[config.mk]
export PLATFORM = sky130hd
export DESIGN_NAME = keypad_scanner
export DESIGN_NICKNAME = d
export VERILOG_FILES = /design/src/rtl/keypad_scanner.sv
export SDC_FILE = /design/constraint.sdc
export NUM_CORES = 1
export LEC_CHECK = 0
export BUFFER_PORTS_ARGS = -buffer_cell sky130_fd_sc_hd__buf_2
export CORE_UTILIZATION = 45
export CTS_CLUSTER_SIZE = 12
export DETAILED_ROUTE_END_ITERATION = 10
export PLACE_DENSITY = 0.63
export SLEW_MARGIN = 20
export SYNTH_ARGS = -nofsm -noshare
export SYNTH_HDL_FRONTEND = slang
export SYNTH_SLANG_ARGS = --single-unit
[constraint.sdc]
create_clock -name clock -period 17.92 [get_ports clock]
set_input_delay 3.584 -clock clock [delete_from_list [all_inputs] [get_ports clock]]
set_output_delay 3.584 -clock clock [all_outputs]
set_load 0.02 [all_outputs]
[src/rtl/keypad_scanner.sv]
// keypad_scanner
// Front end for a 4x3 telephone keypad. It walks the three columns, samples the
// synchronised rows at the end of each column slot, and decodes one scan frame
// into a single digit code. The frame code is debounced over whole frames and
// presented as a clean key code.
//
// Ports:
//   clock      system clock, rising edge
//   reset      synchronous active-high reset
//   row_in     keypad rows, active-low, asynchronous to clock
//   col_out    column drive, one-hot active-low, 3'b111 = idle
//   key        debounced key code, 0-9 or 4'hA (no key)
//   key_valid  one-cycle pulse when key is updated to a digit
module keypad_scanner #(
  parameter int SETTLE_CYCLES  = 4,
  parameter int DEBOUNCE_COUNT = 8
) (
  input  logic       clock,
  input  logic       reset,
  input  logic [3:0] row_in,
  output logic [2:0] col_out,
  output logic [3:0] key,
  output logic       key_valid
);

  localparam int SET_W = $clog2(SETTLE_CYCLES);
  localparam int CNT_W = $clog2(DEBOUNCE_COUNT + 1);
  localparam logic [SET_W-1:0] SETTLE_LAST = SET_W'(SETTLE_CYCLES - 1);
  localparam logic [CNT_W-1:0] CNT_MAX     = CNT_W'(DEBOUNCE_COUNT);

  localparam logic [1:0] COL0 = 2'd0;
  localparam logic [1:0] COL1 = 2'd1;
  localparam logic [1:0] COL2 = 2'd2;

  localparam logic [3:0] NOKEY = 4'hA;

  // Map an intersection index (row*3 + col) to its key code; '*' and '#'
  // decode as no key.
  function automatic logic [3:0] digit_of(input logic [3:0] idx);
    logic [3:0] code;
    case (idx)
      4'd0:    code = 4'h1;
      4'd1:    code = 4'h2;
      4'd2:    code = 4'h3;
      4'd3:    code = 4'h4;
      4'd4:    code = 4'h5;
      4'd5:    code = 4'h6;
      4'd6:    code = 4'h7;
      4'd7:    code = 4'h8;
      4'd8:    code = 4'h9;
      4'd10:   code = 4'h0;
      default: code = NOKEY;
    endcase
    return code;
  endfunction

  logic [3:0]       row_s1_q, row_s2_q;
  logic             run_q;
  logic [1:0]       state_q, state_d;
  logic [SET_W-1:0] settle_q, settle_d;
  logic [3:0]       hit0_q, hit1_q;
  logic [3:0]       cand_q, cand_d;
  logic [CNT_W-1:0] cnt_q, cnt_d;
  logic [3:0]       key_q, key_d;
  logic             key_valid_q, key_valid_d;

  logic             slot_end, frame_end;
  logic [11:0]      act;
  logic [3:0]       n_act;
  logic [3:0]       frame_code;
  logic [2:0]       col_pat;

  // run_q holds the columns idle for the first cycle after reset, so that the
  // first driven cycle of COL0 is a full settle slot.
  assign slot_end  = run_q && (settle_q == SETTLE_LAST);
  assign frame_end = slot_end && (state_q == COL2);

  always_comb begin
    state_d  = state_q;
    settle_d = settle_q;
    if (run_q) begin
      if (settle_q == SETTLE_LAST) begin
        settle_d = '0;
        case (state_q)
          COL0:    state_d = COL1;
          COL1:    state_d = COL2;
          default: state_d = COL0;
        endcase
      end else begin
        settle_d = settle_q + 1'b1;
      end
    end
  end

  always_comb begin
    case (state_q)
      COL0:    col_pat = 3'b110;
      COL1:    col_pat = 3'b101;
      default: col_pat = 3'b011;
    endcase
  end

  assign col_out = run_q ? col_pat : 3'b111;

  // Frame decode: the COL2 rows are taken live from the synchroniser on the
  // sampling cycle, the other two columns from their captured slots.
  always_comb begin
    act = '0;
    for (int r = 0; r < 4; r++) begin
      act[r*3 + 0] = hit0_q[r];
      act[r*3 + 1] = hit1_q[r];
      act[r*3 + 2] = ~row_s2_q[r];
    end
    n_act      = '0;
    frame_code = NOKEY;
    for (int i = 0; i < 12; i++) begin
      if (act[i]) n_act = n_act + 1'b1;
    end
    if (n_act == 4'd1) begin
      for (int i = 0; i < 12; i++) begin
        if (act[i]) frame_code = digit_of(4'(i));
      end
    end
  end

  always_comb begin
    cand_d      = cand_q;
    cnt_d       = cnt_q;
    key_d       = key_q;
    key_valid_d = 1'b0;
    if (frame_end) begin
      if (frame_code == cand_q) begin
        cnt_d = (cnt_q == CNT_MAX) ? cnt_q : cnt_q + 1'b1;
      end else begin
        cand_d = frame_code;
        cnt_d  = CNT_W'(1);
      end
      // Any qualified change of code is accepted, digit-to-digit included;
      // only a change to a digit is announced.
      if ((cnt_d == CNT_MAX) && (cand_d != key_q)) begin
        key_d       = cand_d;
        key_valid_d = (cand_d != NOKEY);
      end
    end
  end

  always_ff @(posedge clock) begin
    if (reset) begin
      row_s1_q    <= 4'hF;
      row_s2_q    <= 4'hF;
      run_q       <= 1'b0;
      state_q     <= COL0;
      settle_q    <= '0;
      hit0_q      <= '0;
      hit1_q      <= '0;
      cand_q      <= NOKEY;
      cnt_q       <= '0;
      key_q       <= NOKEY;
      key_valid_q <= 1'b0;
    end else begin
      row_s1_q    <= row_in;
      row_s2_q    <= row_s1_q;
      run_q       <= 1'b1;
      state_q     <= state_d;
      settle_q    <= settle_d;
      if (slot_end && (state_q == COL0)) hit0_q <= ~row_s2_q;
      if (slot_end && (state_q == COL1)) hit1_q <= ~row_s2_q;
      cand_q      <= cand_d;
      cnt_q       <= cnt_d;
      key_q       <= key_d;
      key_valid_q <= key_valid_d;
    end
  end

  assign key       = key_q;
  assign key_valid = key_valid_q;

endmodule
==> reports/summary.json, run 1 <==
{
  "flow_run": {
    "maxCapViolCount": 0
  },
  "grt": {
    "grt_use_total_pct": 18.9,
    "grt_first_pass_wirelength_um": 9600,
    "grt_pass1_vias": 2152,
    "initial_antenna_violation_count": 0,
    "grt_max_degree": 34,
    "overflow": 0
  },
  "routing": {
    "detail_route.wirelength_um": 5310,
    "avgRoutedWirePerCell_um": 13.0,
    "detail_route.vias_per_cell": 5.62,
    "route.detailed.drc": 0,
    "tritonroute_pass_1_iters": 4,
    "drtAntennaViolNets": 0,
    "drt_first_iter_violations": 156,
    "vias": 2286
  },
  "floorplanning": {
    "fp.dieArea_mm2": 0.00631,
    "floorplan.core_area_mm2": 0.00564,
    "floorplan.io_pins": 14,
    "start_util_pct": 47.8,
    "die_height_um": 79.4,
    "die_w_um": 79.4,
    "row_count": 27
  },
  "critical_path": {
    "reg2reg_from": "hit0_q[0]$_SDFFE_PP0P_",
    "crit_type": "reg -> reg",
    "crit_buf_inv": 3,
    "critical_path.most_common_cell": "sky130_fd_sc_hd__ha_1",
    "cp-end-kind": "flop",
    "critPathLaunchType": "flop",
    "path_delay_family": "adder cells",
    "signal_arrival_time_at_the_worst_endpoint_ps": 8600,
    "worstPathRequired_ps": 18070,
    "reg2reg_depth": 34,
    "critical-path-max-stage-delay_ps": 600,
    "reg2reg_setup_slack_ps": 9470,
    "max_fo_critical_path": 8,
    "worst_r2r_endpoint": "cnt_q[0]$_SDFFE_PP0P_",
    "crit_slowest_cell": "sky130_fd_sc_hd__or4_1"
  },
  "synth": {
    "netlist_top_cells_count": "sky130_fd_sc_hd__nand2_1 (36), sky130_fd_sc_hd__dfxtp_1 (34), sky130_fd_sc_hd__nor2_1 (31)",
    "synth_enable_flop_cells": 0,
    "ys_types": 63,
    "synth_seq_area_share_pct": 25.2,
    "ys_warn_count": 0,
    "synthMostInstantiatedCell": "sky130_fd_sc_hd__nand2_1",
    "synthDominantCellAreaShare_pct": 25.2,
    "syn_area_per_cell_um2": 8.15,
    "postSynthRegisterBits": 34,
    "syn_inst_count": 331,
    "synthArstFlopShare_pct": 0,
    "yosys-top-cells-area": "sky130_fd_sc_hd__dfxtp_1 (25%), sky130_fd_sc_hd__ha_1 (7.9%), sky130_fd_sc_hd__xnor2_1 (5.2%), sky130_fd_sc_hd__nand2_1 (5.0%), sky130_fd_sc_hd__nor2_1 (4.3%)",
    "synth_top_flop_cell": "sky130_fd_sc_hd__dfxtp_1",
    "mappedNetlistNets": 354,
    "synth.cell_area_mm2": 0.00270,
    "yosysTopAreaCell": "sky130_fd_sc_hd__dfxtp_1"
  },
  "sta": {
    "fin_worst_skew_ps": 4.20,
    "rsz0062_at_grt": "no",
    "finalHoldViolCount": 0,
    "final-setup-viol-count": 0,
    "clock.fmax_mhz": 118,
    "worst_max_slew_pin_slew_ps": 961,
    "fin_hold_ws_ps": 411,
    "timing.setup.tns_ps": 0,
    "period_needed_ps": 8450,
    "maxSlewViolCount": 0,
    "slew-limit-headroom_pct": 35.4,
    "post-route-period-util_pct": 47.2
  },
  "clocking": {
    "clock-sinks": 34,
    "tritoncts_clock_tree": "built",
    "cts.reportedPaths.clkPinSlew_ps": 70,
    "post_cts_resized": 0,
    "ctsRootBufferMaster": "sky130_fd_sc_hd__clkbuf_8",
    "clock_tree.htree_level_count": 2,
    "insertion_delay_ps": 280,
    "cts-hold-fix-buffers": 0,
    "cts_buffer_depth": 2,
    "cts_setup_buffers": 0,
    "cts-buffers-inserted": 5
  },
  "cells_and_area": {
    "drive_gt1_share_pct": 12.2,
    "nets": 357,
    "num_antenna_cells": 0,
    "area_delta_synth_final_pct": 6.40
  },
  "pwr": {
    "irDropWorstVdd_mv": 0.0550,
    "cellLeakagePower_uw": 0.00115,
    "pwr_density_cell_mw_per_mm2": 59.0
  },
  "outcome": {
    "outcome": "finished clean"
  },
  "place": {
    "hpwl_um": 3920,
    "routabilityCongestion": 0.800,
    "port_buffers": 13
  },
  "hold_path": {
    "min_path_cells": 1,
    "min_to": "row_s2_q[2]$_SDFF_PP1_",
    "min_path_type": "reg -> reg",
    "hold_path_startpoint": "row_s1_q[2]$_SDFF_PP1_"
  }
}
-- cell usage in the layout, fill, tap and decap left out, types with 3 or more instances in the layout --
| cell type | count |
|---|---|
| sky130_fd_sc_hd__nand4_1 | 3 |
| sky130_fd_sc_hd__nand3_1 | 8 |
| sky130_fd_sc_hd__or2_2 | 9 |
| sky130_fd_sc_hd__mux2_2 | 3 |
| sky130_fd_sc_hd__nor2_1 | 31 |
| sky130_fd_sc_hd__xor2_1 | 9 |
| sky130_fd_sc_hd__nor3_1 | 9 |
| sky130_fd_sc_hd__ha_1 | 17 |
| sky130_fd_sc_hd__a211oi_1 | 13 |
| sky130_fd_sc_hd__and4b_1 | 4 |
| sky130_fd_sc_hd__nand2b_1 | 9 |
| sky130_fd_sc_hd__a21oi_1 | 16 |
| sky130_fd_sc_hd__nor3b_1 | 3 |
| sky130_fd_sc_hd__xnor2_1 | 16 |
| sky130_fd_sc_hd__xnor3_1 | 3 |
| sky130_fd_sc_hd__inv_1 | 12 |
| sky130_fd_sc_hd__nor2b_1 | 5 |
| sky130_fd_sc_hd__buf_2 | 13 |
| sky130_fd_sc_hd__nand2_1 | 36 |
| sky130_fd_sc_hd__nor4_1 | 3 |
| sky130_fd_sc_hd__nand3b_1 | 4 |
| sky130_fd_sc_hd__clkbuf_8 | 5 |
| sky130_fd_sc_hd__mux2i_1 | 5 |
| sky130_fd_sc_hd__and3_1 | 4 |
| sky130_fd_sc_hd__o21ai_0 | 10 |
| sky130_fd_sc_hd__and2_1 | 4 |
| sky130_fd_sc_hd__dfxtp_1 | 34 |
-- registers in the layout (all words and copies together) (netlist names) --
signal,cells
state_q,2
key_valid,1
cnt_q,4
hit1_q,4
settle_q,2
row_s1_q,4
hit0_q,4
run_q,1
cand_q,4
row_s2_q,4
key,4
-- layer usage --
metal / track usage [%] / routed length (um) / part of all wire, % / vias to the layer above
li1: - / - / - / 1185
met2: 31.4 / 2370 / 45 / 32
met1: 25.4 / 2770 / 52 / 1062
met3: 3.09 / 122 / 2.3 / 7
met5: 0 / 0 / 0 / -
met4: 4.36 / 41 / 0.77 / 0
-- report_power, final --
part	total, uW	switching (uW)	internal, uW
clock	57.6	30.3	27.3
sequential	79.5	2.37	77.1
combinational	32.3	18.9	13.4
-- worst max path at each step --
stage,start,to,depth (start not counted)
final,hit0_q[0]$_SDFFE_PP0P_,cnt_q[0]$_SDFFE_PP0P_,34
after global placement,hit0_q[0]$_SDFFE_PP0P_,cnt_q[0]$_SDFFE_PP0P_,35
after CTS,hit0_q[0]$_SDFFE_PP0P_,cnt_q[0]$_SDFFE_PP0P_,34
after floorplan,hit0_q[0]$_SDFFE_PP0P_,key[1]$_SDFFE_PP1P_,36
after global routing,hit0_q[0]$_SDFFE_PP0P_,cnt_q[0]$_SDFFE_PP0P_,34
after detailed placement,hit0_q[0]$_SDFFE_PP0P_,cnt_q[0]$_SDFFE_PP0P_,34
-- metrics by stage --
stage | cells | total power, uW | setup WS (ps) | area [um^2] | util (%)
floorplan | 331 | 108 | 10240 | 2700 | -
global placement | 399 | 113 | 9750 | 2780 | 49.3
detailed placement | 399 | 113 | 9470 | 2780 | 49.3
CTS | 407 | 170 | 9450 | 2870 | 50.9
global route | 407 | 180 | 8690 | 2870 | 50.9
finish | 407 | 169 | 9470 | 2870 | 50.9
-- worst reg2reg max path, delay by kind of cell, from the launching register on --
| kind | cells | cell delay (ps) |
|---|---|---|
| adders and majority gates | 10 | 2990 |
| DFF | 1 | 400 |
| AOI/OAI and AO/OA | 9 | 1900 |
| xor gates and xnor gates | 1 | 170 |
| and+or+nand+nor | 8 | 1750 |
| buffers and inverters | 3 | 230 |
| muxes | 3 | 870 |
-- final cells by class --
type                            instances  area, um^2
Fill cell                             544        2770
Clock buffer                            5        68.8
Tap cell                               72        90.1
Multi-Input combinational cell        267        1890
Inverter                               13        48.8
Clock inverter                          3        21.3
Timing Repair Buffer                   13        65.1
Sequential cell                        34         681
-- logic make-up after synthesis --
group           count (synthesis)  share of synthesized area, %
simple gates                  138                          26.3
compound gates                 72                          18.9
mux                             8                          3.11
xor+xnor                       32                          14.1
flops                          34                          25.2
buf+inv                        30                          4.50
fa+ha+maj                      17                          7.89
Power figures use the tool's default switching activity.
==> inputs of run 2 (changes only) <==
--- a/config.mk
+++ b/config.mk
@@ -5,6 +5,7 @@
 export SDC_FILE = /design/constraint.sdc
 export NUM_CORES = 1
 export LEC_CHECK = 0
+export ABC_AREA = 1
 export BUFFER_PORTS_ARGS = -buffer_cell sky130_fd_sc_hd__buf_2
 export CORE_UTILIZATION = 45
 export CTS_CLUSTER_SIZE = 12
==> constraint.sdc (replaced) <==
create_clock -name clock -period 7.9 [get_ports clock]
set_input_delay 1.58 -clock clock [delete_from_list [all_inputs] [get_ports clock]]
set_output_delay 1.58 -clock clock [all_outputs]
set_load 0.02 [all_outputs]
==> run 2 against run 1 <==
Net effect:
- critical path depth rose by 15
- sequential cell count did not move
- sequential power rose by 120%
- first-iteration DRC count fell by 38%
- cell count rose by 23%
- core utilization rose by 3.7 points
- sequential share of layout area fell by 0.91 points
- via count rose by 7.2%
- power rose to 2.6 times the previous value
- wire length rose by 2.7%
- highest routed layer unchanged
==> reports/summary.json, run 2 <==
{
  "critical_path": {
    "worstPathRequired": {"value": 8110, "unit": "ps", "change": "-9960 ps"},
    "reg2reg_setup_slack": {"value": 350, "unit": "ps", "change": "-9110 ps"},
    "crit_slowest_cell": "sky130_fd_sc_hd__dfxtp_4",
    "cp-end-kind": "flop",
    "max_fo_critical_path": {"value": 6, "change": "-2"},
    "worst_r2r_endpoint": "cnt_q[2]$_SDFFE_PP0P_",
    "critical-path-max-stage-delay": {"value": 370, "unit": "ps", "change": "-230 ps"},
    "worst-path-stages": {"value": 49, "change": "+44%"},
    "timing.critical_path.to": "cnt_q[2]$_SDFFE_PP0P_",
    "crit_buf_inv": {"value": 10, "change": "+7"},
    "signal_arrival_time_at_the_worst_endpoint": {"value": 7760, "unit": "ps", "change": "-840 ps"},
    "reg2reg_depth": {"value": 49, "change": "+44%"},
    "path_delay_family": "simple AND/OR/NAND/NOR gates",
    "critical_path.most_common_cell": "sky130_fd_sc_hd__nand2_2",
    "crit_type": "reg -> reg",
    "startpoint": "hit0_q[0]$_SDFFE_PP0P_",
    "reg2reg_from": "hit0_q[0]$_SDFFE_PP0P_",
    "critPathLaunchType": "flop"
  },
  "synth": {
    "yosysTopAreaCell": "sky130_fd_sc_hd__dfxtp_1",
    "synthArstFlopShare": {"value": 0, "unit": "%", "change": "unchanged"},
    "synth.cell_area": {"value": 0.00256, "unit": "mm^2", "change": "-5.0%"},
    "yosys-top-cells-area": "sky130_fd_sc_hd__dfxtp_1 (27%), sky130_fd_sc_hd__nand2_1 (16%), sky130_fd_sc_hd__inv_1 (9.2%), sky130_fd_sc_hd__ha_1 (8.3%), sky130_fd_sc_hd__nand3_1 (8.0%)",
    "mappedNetlistNets": {"value": 424, "change": "+20%"},
    "synth_top_flop_cell": "sky130_fd_sc_hd__dfxtp_1",
    "syn_inst_count": {"value": 401, "change": "+21%"},
    "syn_area_per_cell": {"value": 6.39, "unit": "um^2", "change": "-22%"},
    "ys_warn_count": {"value": 0, "change": "unchanged"},
    "synthMostInstantiatedCell": "sky130_fd_sc_hd__nand2_1",
    "synthDominantCellAreaShare": {"value": 26.6, "unit": "%", "change": "+1.3 points"},
    "ys_types": {"value": 28, "change": "-56%"},
    "postSynthRegisterBits": {"value": 34, "change": "unchanged"},
    "netlist_top_cells_count": "sky130_fd_sc_hd__nand2_1 (109), sky130_fd_sc_hd__inv_1 (63), sky130_fd_sc_hd__nand3_1 (41)",
    "synth_seq_area_share": {"value": 26.6, "unit": "%", "change": "+1.3 points"},
    "synth_enable_flop_cells": {"value": 0, "change": "unchanged"}
  },
  "floorplanning": {
    "floorplan.core_area": {"value": 0.00551, "unit": "mm^2", "change": "-2.4%"},
    "die_w": {"value": 77.5, "unit": "um", "change": "-2.4%"},
    "fp.dieArea": {"value": 0.00600, "unit": "mm^2", "change": "-4.8%"},
    "floorplan.io_pins": {"value": 14, "change": "unchanged"},
    "die_height": {"value": 77.5, "unit": "um", "change": "-2.4%"},
    "start_util": {"value": 46.5, "unit": "%", "change": "-1.3 points"},
    "row_count": {"value": 27, "change": "unchanged"}
  },
  "grt": {
    "grt_use_total": {"value": 18.9, "unit": "%", "change": "+0.032 points"},
    "grt_max_degree": {"value": 19, "change": "-44%"},
    "initial_antenna_violation_count": {"value": 0, "change": "unchanged"},
    "overflow": {"value": 0, "change": "unchanged"},
    "grt_first_pass_wirelength": {"value": 9290, "unit": "um", "change": "-3.2%"},
    "grt_pass1_vias": {"value": 2143, "change": "-0.42%"}
  },
  "cells_and_area": {
    "most_common_library_cell_in_the_layout_ignoring_fill_and_taps": "sky130_fd_sc_hd__nand2_1",
    "final_cell_count_no_fill": {"value": 502, "change": "+23%"},
    "drive_gt1_share": {"value": 23.7, "unit": "%", "change": "+11 points"},
    "fin_util": {"value": 54.6, "unit": "%", "change": "+3.7 points"},
    "layout.cells.most_common_list": "sky130_fd_sc_hd__nand2_1 (100), sky130_fd_sc_hd__inv_1 (62), sky130_fd_sc_hd__nand3_1 (39)",
    "area_delta_synth_final_pct": 17.3,
    "num_antenna_cells": {"value": 0, "change": "unchanged"},
    "nets": {"value": 452, "change": "+27%"}
  },
  "hold_path": {
    "min_path_type": "reg -> reg",
    "hold_path_startpoint": "row_s1_q[1]$_SDFF_PP1_"
  },
  "sta": {
    "post-route-period-util": {"value": 95.5, "unit": "%", "change": "+48 points"},
    "period_needed": {"value": 7550, "unit": "ps", "change": "-907 ps"},
    "final-setup-viol-count": {"value": 0, "change": "unchanged"},
    "fin_hold_ws": {"value": 414, "unit": "ps", "change": "+2.17 ps"},
    "clock.fmax": {"value": 133, "unit": "MHz", "change": "+12%"},
    "maxSlewViolCount": {"value": 0, "change": "unchanged"},
    "slew-limit-headroom": {"value": 61.4, "unit": "%", "change": "+26 points"},
    "fin_worst_skew": {"value": 8.54, "unit": "ps", "change": "+4.34 ps"},
    "worst_max_slew_pin_slew": {"value": 579, "unit": "ps", "change": "-382 ps"},
    "finalHoldViolCount": {"value": 0, "change": "unchanged"}
  },
  "flow_run": {
    "maxCapViolCount": {"value": 0, "change": "unchanged"}
  },
  "place": {
    "port_buffers": {"value": 13, "change": "unchanged"},
    "routabilityCongestion": {"value": 0.821, "change": "+2.6%"},
    "place_inst": {"value": 484, "change": "+21%"},
    "hpwl": {"value": 3910, "unit": "um", "change": "-0.26%"}
  },
  "clocking": {
    "insertion_delay": {"value": 290, "unit": "ps", "change": "about the same"},
    "ctsRootBufferMaster": "sky130_fd_sc_hd__clkbuf_8",
    "cts_buffer_depth": {"value": 2, "change": "unchanged"},
    "cts.reportedPaths.clkPinSlew": {"value": 70, "unit": "ps", "change": "about the same"},
    "cts-buffers-inserted": {"value": 5, "change": "unchanged"},
    "tritoncts_clock_tree": "built",
    "clock-sinks": {"value": 34, "change": "unchanged"},
    "clock_tree.htree_level_count": {"value": 2, "change": "unchanged"},
    "cts-hold-fix-buffers": {"value": 0, "change": "unchanged"}
  },
  "routing": {
    "detail_route.wirelength": {"value": 5450, "unit": "um", "change": "+2.7%"},
    "avgRoutedWirePerCell": {"value": 10.9, "unit": "um", "change": "-17%"},
    "drt_first_iter_violations": {"value": 96, "change": "-38%"},
    "drtAntennaViolNets": {"value": 0, "change": "unchanged"},
    "detail_route.vias_per_cell": {"value": 4.88, "change": "-13%"},
    "route.detailed.drc": {"value": 0, "change": "unchanged"},
    "tritonroute_pass_1_iters": {"value": 4, "change": "unchanged"},
    "vias": {"value": 2451, "change": "+7.2%"}
  },
  "pwr": {
    "pwr_density_cell": {"value": 148, "unit": "mW/mm^2", "change": "+150%"},
    "cellLeakagePower": {"value": 0.00165, "unit": "uW", "change": "+44%"},
    "irDropWorstVdd": {"value": 0.134, "unit": "mV", "change": "+140%"}
  },
  "outcome": {
    "outcome": "finished clean"
  }
}
-- run 2: cell count changes after synthesis, sizes merged, moves of 13 or more --
| cell | previous run | this run |
|---|---|---|
| nand2 | 36 | 125 |
| nand3 | 8 | 49 |
| inv | 13 | 65 |
| xnor2 | 18 | 0 |
| a211oi | 13 | 0 |
-- run 2: cell families after synthesis --
| group | count (synthesis) | synth area share [%] |
|---|---|---|
| buf+inv | 72 | 11.6 |
| xor+xnor | 4 | 1.37 |
| fa+ha+maj | 17 | 8.30 |
| compound gates | 45 | 9.13 |
| simple gates | 229 | 43.1 |
| flops | 34 | 26.6 |
-- run 2: where the power goes --
group | total [uW] | leakage (uW) | internal (uW) | switching, uW
logic | 73.8 | 0.00130 | 30.1 | 43.7
registers | 178 | 0.000278 | 175 | 3.07
clock network | 194 | 0.0000683 | 126 | 67.8
total | 446 | 0.00165 | 331 | 115
-- run 2: per-layer routing --
metal  global-route usage, %  routed length, um
met3                    3.18                123
met1                    26.4               2770
met5                       0                  0
met2                    29.6               2500
met4                    5.66                 55
-- run 2: timing repair --
item,in CTS,in global routing
pin swaps,1,16
setup endpoints to repair,8,10
buffers inserted,2,8
gates resized for setup,2,23
cloned,0,0
-- run 2: metrics by stage --
stage / total power [uW] / TNS (ps) / instance area, um^2 / worst slack [ps]
after floorplan: 230 / 0 / 2560 / 618
after global placement: 239 / 0 / 2700 / 88.5
after detailed placement: 241 / -170 / 2700 / -50.2
after CTS: 437 / 0 / 2860 / 36.0
after global routing: 467 / -483 / 3010 / -114
final: 446 / 0 / 3010 / 353
-- run 2: worst min path at each step --
stage | to | cells past startpoint
after floorplan | row_s2_q[0]$_SDFF_PP1_ | 1
after global placement | row_s2_q[2]$_SDFF_PP1_ | 1
after detailed placement | row_s2_q[1]$_SDFF_PP1_ | 1
after CTS | row_s2_q[1]$_SDFF_PP1_ | 1
after global routing | row_s2_q[3]$_SDFF_PP1_ | 1
final | row_s2_q[1]$_SDFF_PP1_ | 1
-- run 2: layout make-up --
class                   count  area, um^2
flip-flops and latches     34         686
multi-input cells         295        1670
clock buffers               5        68.8
well taps                  72        90.1
fillers                   558        2500
clock inverters             3        68.8
repair buffers             27         174
inverters                  66         250
-- run 2: worst register-to-register path, delay by kind of cell, from the launching register on --
kind | cells | cell delay [ps]
DFF | 1 | 370
buffers and inverters | 10 | 730
AOI/OAI and AO/OA | 2 | 210
adders and majority gates | 10 | 2640
and+or+nand+nor | 27 | 3500
